$ cat src/rtl/insn_queue_pkg.sv
// Shared CPU constants and the instruction-queue entry type.
// Queue entries are always CPU_XLEN wide; the insn_queue XLEN parameter must equal CPU_XLEN.
package insn_queue_pkg;

  localparam int CPU_XLEN    = 32;
  localparam int FETCH_WIDTH = 4;
  localparam int ISSUE_WIDTH = 2;

  typedef struct packed {
    logic [CPU_XLEN-1:0] pc;
    logic [CPU_XLEN-1:0] insn;
  } iq_entry_t;

  // Useful words in an aligned fetch line that starts at word `start`.
  function automatic logic [2:0] fetch_count(input logic [1:0] start);
    return 3'(FETCH_WIDTH) - {1'b0, start};
  endfunction

endpackage

$ cat src/rtl/insn_queue_if.sv
// Fetch-side and decode-side handshake bundle of the instruction queue.
// The slave modport is the queue's view; the master modport is the fetch/decode side.
interface insn_queue_if
  import insn_queue_pkg::*;
#(
  parameter int XLEN = CPU_XLEN
);

  logic                        ic_valid;
  logic [XLEN-1:0]             ic_pc;
  logic [FETCH_WIDTH*XLEN-1:0] ic_insn;
  logic                        iq_allin;

  logic                        id_valid0;
  logic [XLEN-1:0]             id_pc0;
  logic [XLEN-1:0]             id_insn0;
  logic                        id_valid1;
  logic [XLEN-1:0]             id_pc1;
  logic [XLEN-1:0]             id_insn1;
  logic [1:0]                  id_take;

  modport slave (
    input  ic_valid, ic_pc, ic_insn, id_take,
    output iq_allin, id_valid0, id_pc0, id_insn0, id_valid1, id_pc1, id_insn1
  );

  modport master (
    output ic_valid, ic_pc, ic_insn, id_take,
    input  iq_allin, id_valid0, id_pc0, id_insn0, id_valid1, id_pc1, id_insn1
  );

endinterface

$ cat src/rtl/insn_queue_align.sv
// iq_align: packs the useful words of an aligned fetch line (from word ic_pc[3:2]
// up to word 3) into consecutive entries, each tagged with its own PC.
module iq_align
  import insn_queue_pkg::*;
(
  input  logic [CPU_XLEN-1:0]               ic_pc,
  input  logic [FETCH_WIDTH*CPU_XLEN-1:0]   ic_insn,
  output iq_entry_t [FETCH_WIDTH-1:0]       entries,
  output logic [FETCH_WIDTH-1:0]            mask,
  output logic [2:0]                        n
);

  always_comb begin
    // NOTE: every output gets a default first, so no path through the loop infers a latch.
    entries = '0;
    mask    = '0;
    n       = fetch_count(ic_pc[3:2]);
    for (int k = 0; k < FETCH_WIDTH; k++) begin
      if (k + int'(ic_pc[3:2]) < FETCH_WIDTH) begin
        mask[k]         = 1'b1;
        entries[k].pc   = ic_pc + CPU_XLEN'(4 * k);
        entries[k].insn = ic_insn[(k + int'(ic_pc[3:2])) * CPU_XLEN +: CPU_XLEN];
      end
    end
  end

endmodule

$ cat src/rtl/insn_queue.sv
// Dual-issue instruction queue: circular store between icache fetch and decode,
// up to four words in per cycle, two oldest presented to decode, cleared on flush.
module insn_queue
  import insn_queue_pkg::*;
#(
  parameter int DEPTH = 16,
  parameter int XLEN  = CPU_XLEN
) (
  input  logic                   clk,
  input  logic                   rst_,
  input  logic                   flush,
  insn_queue_if.slave            iq,
  output logic [$clog2(DEPTH):0] iq_count
);

  localparam int PTR_W = $clog2(DEPTH);

  logic [PTR_W-1:0] head_q, head_d;
  logic [PTR_W-1:0] tail_q, tail_d;
  logic [PTR_W:0]   count_q, count_d;

  iq_entry_t mem_q [DEPTH];

  iq_entry_t [FETCH_WIDTH-1:0] pkt_entry;
  logic [FETCH_WIDTH-1:0]      pkt_mask;
  logic [2:0]                  pkt_n;

  logic      allin;
  logic      enq;
  iq_entry_t rd0, rd1;

  iq_align u_align (
    .ic_pc   (iq.ic_pc),
    .ic_insn (iq.ic_insn),
    .entries (pkt_entry),
    .mask    (pkt_mask),
    .n       (pkt_n)
  );

  // Ready looks only at registered occupancy; a same-cycle dequeue earns no credit.
  assign allin = (count_q <= (PTR_W+1)'(DEPTH - FETCH_WIDTH));
  assign enq   = iq.ic_valid && allin && !flush;

  always_comb begin
    head_d  = head_q;
    tail_d  = tail_q;
    count_d = count_q;
    if (flush) begin
      head_d  = '0;
      tail_d  = '0;
      count_d = '0;
    end else begin
      head_d  = head_q + PTR_W'(iq.id_take);
      if (enq) tail_d = tail_q + PTR_W'(pkt_n);
      count_d = count_q + (enq ? (PTR_W+1)'(pkt_n) : '0) - (PTR_W+1)'(iq.id_take);
    end
  end

  // NOTE: sequential state is updated with non-blocking assignments only.
  always_ff @(posedge clk or negedge rst_) begin
    if (!rst_) begin
      head_q  <= '0;
      tail_q  <= '0;
      count_q <= '0;
    end else begin
      head_q  <= head_d;
      tail_q  <= tail_d;
      count_q <= count_d;
    end
  end

  // NOTE: the store has no reset; count_q gates validity, so stale contents are never observed.
  always_ff @(posedge clk) begin
    if (enq) begin
      for (int k = 0; k < FETCH_WIDTH; k++) begin
        if (pkt_mask[k]) mem_q[tail_q + PTR_W'(k)] <= pkt_entry[k];
      end
    end
  end

  always_comb begin
    rd0 = mem_q[head_q];
    rd1 = mem_q[head_q + PTR_W'(1)];
  end

  assign iq.iq_allin  = allin;
  assign iq.id_valid0 = (count_q >= (PTR_W+1)'(1));
  assign iq.id_valid1 = (count_q >= (PTR_W+1)'(2));
  assign iq.id_pc0    = XLEN'(rd0.pc);
  assign iq.id_insn0  = XLEN'(rd0.insn);
  assign iq.id_pc1    = XLEN'(rd1.pc);
  assign iq.id_insn1  = XLEN'(rd1.insn);
  assign iq_count     = count_q;

endmodule

$ cat src/flat_wrapper.sv
// flat-port wrapper written by rule: the top's interface ports become plain ports
module insn_queue_flat import insn_queue_pkg::*;
#(
  parameter int DEPTH = 16,
  parameter int XLEN  = CPU_XLEN
)
  (clk, rst_, flush, iq_count, iq_ic_valid, iq_ic_pc, iq_ic_insn, iq_id_take, iq_iq_allin, iq_id_valid0, iq_id_pc0, iq_id_insn0, iq_id_valid1, iq_id_pc1, iq_id_insn1);
  insn_queue_if #(.XLEN(XLEN)) iq_i ();
  input  logic clk;
  input  logic rst_;
  input  logic flush;
  output logic [$clog2(DEPTH):0] iq_count;
  input wire logic [$bits(iq_i.ic_valid)-1:0] iq_ic_valid;
  input wire logic [$bits(iq_i.ic_pc)-1:0] iq_ic_pc;
  input wire logic [$bits(iq_i.ic_insn)-1:0] iq_ic_insn;
  input wire logic [$bits(iq_i.id_take)-1:0] iq_id_take;
  output wire logic [$bits(iq_i.iq_allin)-1:0] iq_iq_allin;
  output wire logic [$bits(iq_i.id_valid0)-1:0] iq_id_valid0;
  output wire logic [$bits(iq_i.id_pc0)-1:0] iq_id_pc0;
  output wire logic [$bits(iq_i.id_insn0)-1:0] iq_id_insn0;
  output wire logic [$bits(iq_i.id_valid1)-1:0] iq_id_valid1;
  output wire logic [$bits(iq_i.id_pc1)-1:0] iq_id_pc1;
  output wire logic [$bits(iq_i.id_insn1)-1:0] iq_id_insn1;
  assign iq_i.ic_valid = iq_ic_valid;
  assign iq_i.ic_pc = iq_ic_pc;
  assign iq_i.ic_insn = iq_ic_insn;
  assign iq_i.id_take = iq_id_take;
  assign iq_iq_allin = iq_i.iq_allin;
  assign iq_id_valid0 = iq_i.id_valid0;
  assign iq_id_pc0 = iq_i.id_pc0;
  assign iq_id_insn0 = iq_i.id_insn0;
  assign iq_id_valid1 = iq_i.id_valid1;
  assign iq_id_pc1 = iq_i.id_pc1;
  assign iq_id_insn1 = iq_i.id_insn1;
  insn_queue #(.DEPTH(DEPTH), .XLEN(XLEN)) u_core (.clk(clk), .rst_(rst_), .flush(flush), .iq(iq_i), .iq_count(iq_count));
endmodule
$ cat config.mk
export PLATFORM = sky130hd
export DESIGN_NAME = insn_queue_flat
export DESIGN_NICKNAME = d
export VERILOG_FILES = /design/src/rtl/insn_queue_pkg.sv /design/src/rtl/insn_queue_if.sv /design/src/rtl/insn_queue_align.sv /design/src/rtl/insn_queue.sv /design/src/flat_wrapper.sv
export SDC_FILE = /design/constraint.sdc
export NUM_CORES = 2
export LEC_CHECK = 0
export BUFFER_PORTS_ARGS = -buffer_cell sky130_fd_sc_hd__buf_2
export CAP_MARGIN = 20
export CORE_ASPECT_RATIO = 1.25
export CORE_MARGIN = 3
export CORE_UTILIZATION = 40
export CTS_CLUSTER_SIZE = 30
export DETAILED_ROUTE_END_ITERATION = 7
export MAX_ROUTING_LAYER = met4
export RECOVER_POWER = 50
export SYNTH_ARGS = -nofsm -noshare
export SYNTH_HDL_FRONTEND = slang
export SYNTH_SLANG_ARGS = --single-unit
$ cat constraint.sdc
create_clock -name clk -period 7.05 [get_ports clk]
set_clock_uncertainty 0.1 [all_clocks]
set_input_delay 1.41 -clock clk [delete_from_list [all_inputs] [get_ports clk]]
set_output_delay 1.41 -clock clk [all_outputs]
set_load 0.05 [all_outputs]
==> impl_metrics.json <==
{
  "slew_headroom": -1.71,
  "p_leak_uw": 0.0248,
  "r2r_cells": 9,
  "clock_sinks": 1037,
  "track_usage": 0.353,
  "htreeDepth": 3,
  "slew_viol_final": 1462,
  "synthCells": 6413,
  "swShare": 0.359,
  "cts_made_buffers": 114,
  "die_h_um": 476,
  "net-switching-power_uw": 7210,
  "grt_antenna_before_repair": 16,
  "combPwrFrac": 0.326,
  "async_flop_share": 0.0125,
  "wire_per_inst_um": 38.3,
  "synth-simple-area-share": 0.0846,
  "crit_path_max_fanout": 34,
  "cp_slowest_cell": "clkbuf_1",
  "die_x_um": 382,
  "synth_common_cells": "edfxtp_1 (1024), clkbuf_1 (941), nor2_1 (886)",
  "fp.coreArea_um2": 175000,
  "fmax_ghz": 0.150,
  "fin_crit_ps": 6660,
  "path_cells": "inv_1, ha_1, a21oi_2, clkbuf_1, o21ai_0, nor3_4, nor2_4, clkbuf_1, a221oi_1",
  "wl_um": 324000,
  "synth_fp_nets": 6603,
  "cts_tree": "yes",
  "ys_types": 80,
  "die_area_um2": 182000,
  "yosysMostFrequentCell": "edfxtp_1",
  "clockBufferDepth": 3,
  "synth_area_per_cell_um2": 11.0,
  "netlist_area_um2": 70700,
  "critPathRequiredTime_ps": 7230,
  "dr.first_iter.drc_count": 11800,
  "power.total_uw": 20100,
  "yosys_warnings": 0,
  "crit_type": "flop to flop",
  "synthAdderAreaFrac": 0.00467,
  "hold_class": "input pin to asynchronous set/reset pin",
  "r2r-start": "u_core.iq_count[4]",
  "vdd_drop_max_uv": 201,
  "ios": 302,
  "power.density_nw_per_um2": 260,
  "synth_top_family_by_area": "multiplexers",
  "ys_ff_latch": 1037,
  "intPower_uw": 12900,
  "grt_first_pass_wirelength_um": 447000,
  "grt_overflow": 0,
  "synth.area.top_cells": "edfxtp_1 (43%), mux4_2 (20%), clkbuf_1 (5.0%), nor2_1 (4.7%), a211oi_1 (3.4%)",
  "clkPwrFrac": 0.301,
  "cp_slowest_stage_delay_ps": 2850,
  "grt_max_degree": 140,
  "vias": 62800,
  "final.setup.tns_ps": 0,
  "path_delay_family": "buffers and inverters",
  "synth-main-ff-cell": "edfxtp_1",
  "initial_utilization": 0.405,
  "endpoint_kind": "flop",
  "clkLatencyLatePin_ps": 770,
  "cts_setup_buffers": 0,
  "dp_hpwl_um": 185000,
  "hold_slack_ps": 677,
  "status": "finished with violations",
  "hold_buffers": 0,
  "synth_edf_count": 1024,
  "setup_viol": 0,
  "cap_violations": 42,
  "vias_per_cell": 7.42,
  "finalHoldViolations": 0,
  "area_growth_pct": 9.06,
  "critPathLaunchType": "flop",
  "regToRegSetupSlack_ps": 390,
  "nets": 6192,
  "cp_num_buf_inv": 3,
  "synth_mux_area_frac": 0.229,
  "grt_pass1_vias": 59100,
  "drc_errors": 3,
  "synth_xor_area_frac": 0.00904,
  "final_antenna_net_count": 0,
  "first_pass_iters": 8,
  "place.gp.congestion": 1.02,
  "io_buffer_count": 301,
  "path_common_cell": "clkbuf_1",
  "post_cts_resized": 0,
  "worstPathArrival_ps": 6830,
  "reg2reg_to": "u_core.mem_q[0][0]",
  "worst_pin_slew_ps": 4070,
  "clk_pin_slew_ps": 70,
  "synth_top_area_share": 0.435,
  "rsz0062_at_grt": "no",
  "drive_gt1_frac": 0.229,
  "synth.largest_area_cell": "edfxtp_1",
  "yosysSeqAreaShare": 0.439,
  "cts-root-buf": "clkbuf_16",
  "p_seq_frac": 0.373,
  "fin_crit_sh": 0.944,
  "synth-compound-area-share": 0.175,
  "rows": 171,
  "failed_checks": "design-rule violations, max-capacitance violations, max-slew violations"
}
cell type report:
| cell class | instances | area, um^2 |
|---|---|---|
| sequential | 1037 | 31100 |
| multi-input combinational | 4289 | 36000 |
| timing repair buffer | 540 | 3350 |
| clock buffer | 140 | 3040 |
| tap | 2335 | 2920 |
| inverter | 20 | 75.1 |
| fill | 15900 | 97600 |
| clock inverter | 70 | 593 |
| antenna | 27 | 67.6 |
cell families (layout without fill, tap and decap cells):
group / after synthesis / after routing
XOR/XNOR: 73 / 73
AND/OR/NAND/NOR: 1435 / 1435
flip-flops: 1037 / 1037
adder cells (fa/ha/maj): 24 / 24
buffers and inverters: 1087 / 770
AO/OA/AOI/OAI: 1938 / 1938
other: 0 / 27
multiplexers: 819 / 819
worst max path at each step:
stage                       startpoint              endpoint  slack [ps]  cells after the start
CTS                   u_core.head_q[0]       iq_id_insn1[24]        1220                      5
finish              u_core.iq_count[4]    u_core.mem_q[0][0]         390                      9
global route        u_core.iq_count[4]  u_core.mem_q[10][20]         660                     11
floorplan                  iq_ic_pc[3]   u_core.mem_q[11][0]         520                     11
global placement           iq_ic_pc[2]  u_core.mem_q[12][40]        1520                     11
detailed placement         iq_ic_pc[2]  u_core.mem_q[12][40]        1460                     11
layer usage:
metal | up-vias | track usage | wire [um]
li1 | 24200 | - | -
met2 | 6455 | 0.488 | 135000
met1 | 30400 | 0.437 | 109000
met3 | 1693 | 0.127 | 53200
met5 | - | - | 0
met4 | 0 | 0.226 | 26900
state kept, by name (all words and copies together) (netlist names):
signal and cells:
u_core.head_q 4, u_core.mem_q 1024, u_core.iq_count 5, u_core.tail_q 4
worst register-to-register path, stage by stage (launching register included):
cell      delay [ps]
dfrtp_1          500
inv_1            160
ha_1             210
a21oi_2           60
clkbuf_1         500
o21ai_0         1130
nor3_4           110
nor2_4           130
clkbuf_1        2850
a221oi_1         440
power by group through the flow:
stage	registers [uW]	clock network, uW	logic, uW
2_1_floorplan	7550	0	4500
3_3_place_gp	7570	0	6420
3_5_place_dp	7590	0	6470
4_1_cts	7460	6040	6490
5_1_grt	7510	6250	6780
6_report	7490	6040	6560
layout by cell type, fill, tap and decap left out, types with 24 or more instances in the layout:
cell       netlist  layout
mux2i_1        173     169
a21oi_1        419     417
clkinv_2         0      27
clkbuf_1       941      67
o22ai_1        296     296
o21ai_0        464     468
nor3_1          44      34
clkbuf_16        0     115
nand4_1         24      24
xnor2_1         56      55
edfxtp_1      1024    1024
o2bb2ai_1       64      64
a221oi_1       175     175
buf_2           50     276
buf_4            1     171
diode_2          0      27
a211oi_1       321     321
clkinv_1         2      26
nand2_1        328     321
mux4_2         640     640
o211ai_1        90      90
nor2_1         886     880
through the flow:
step,cells,cell area (um^2),worst slack [ps],util
2_1_floorplan,6413,70700,524,-
3_3_place_gp,8200,73700,1520,0.422
3_5_place_dp,8205,73800,1460,0.422
4_1_cts,8415,77400,1220,0.443
5_1_grt,8447,77100,661,0.441
6_report,8458,77200,394,0.441
Note: power is estimated with default switching activity, not from simulation.
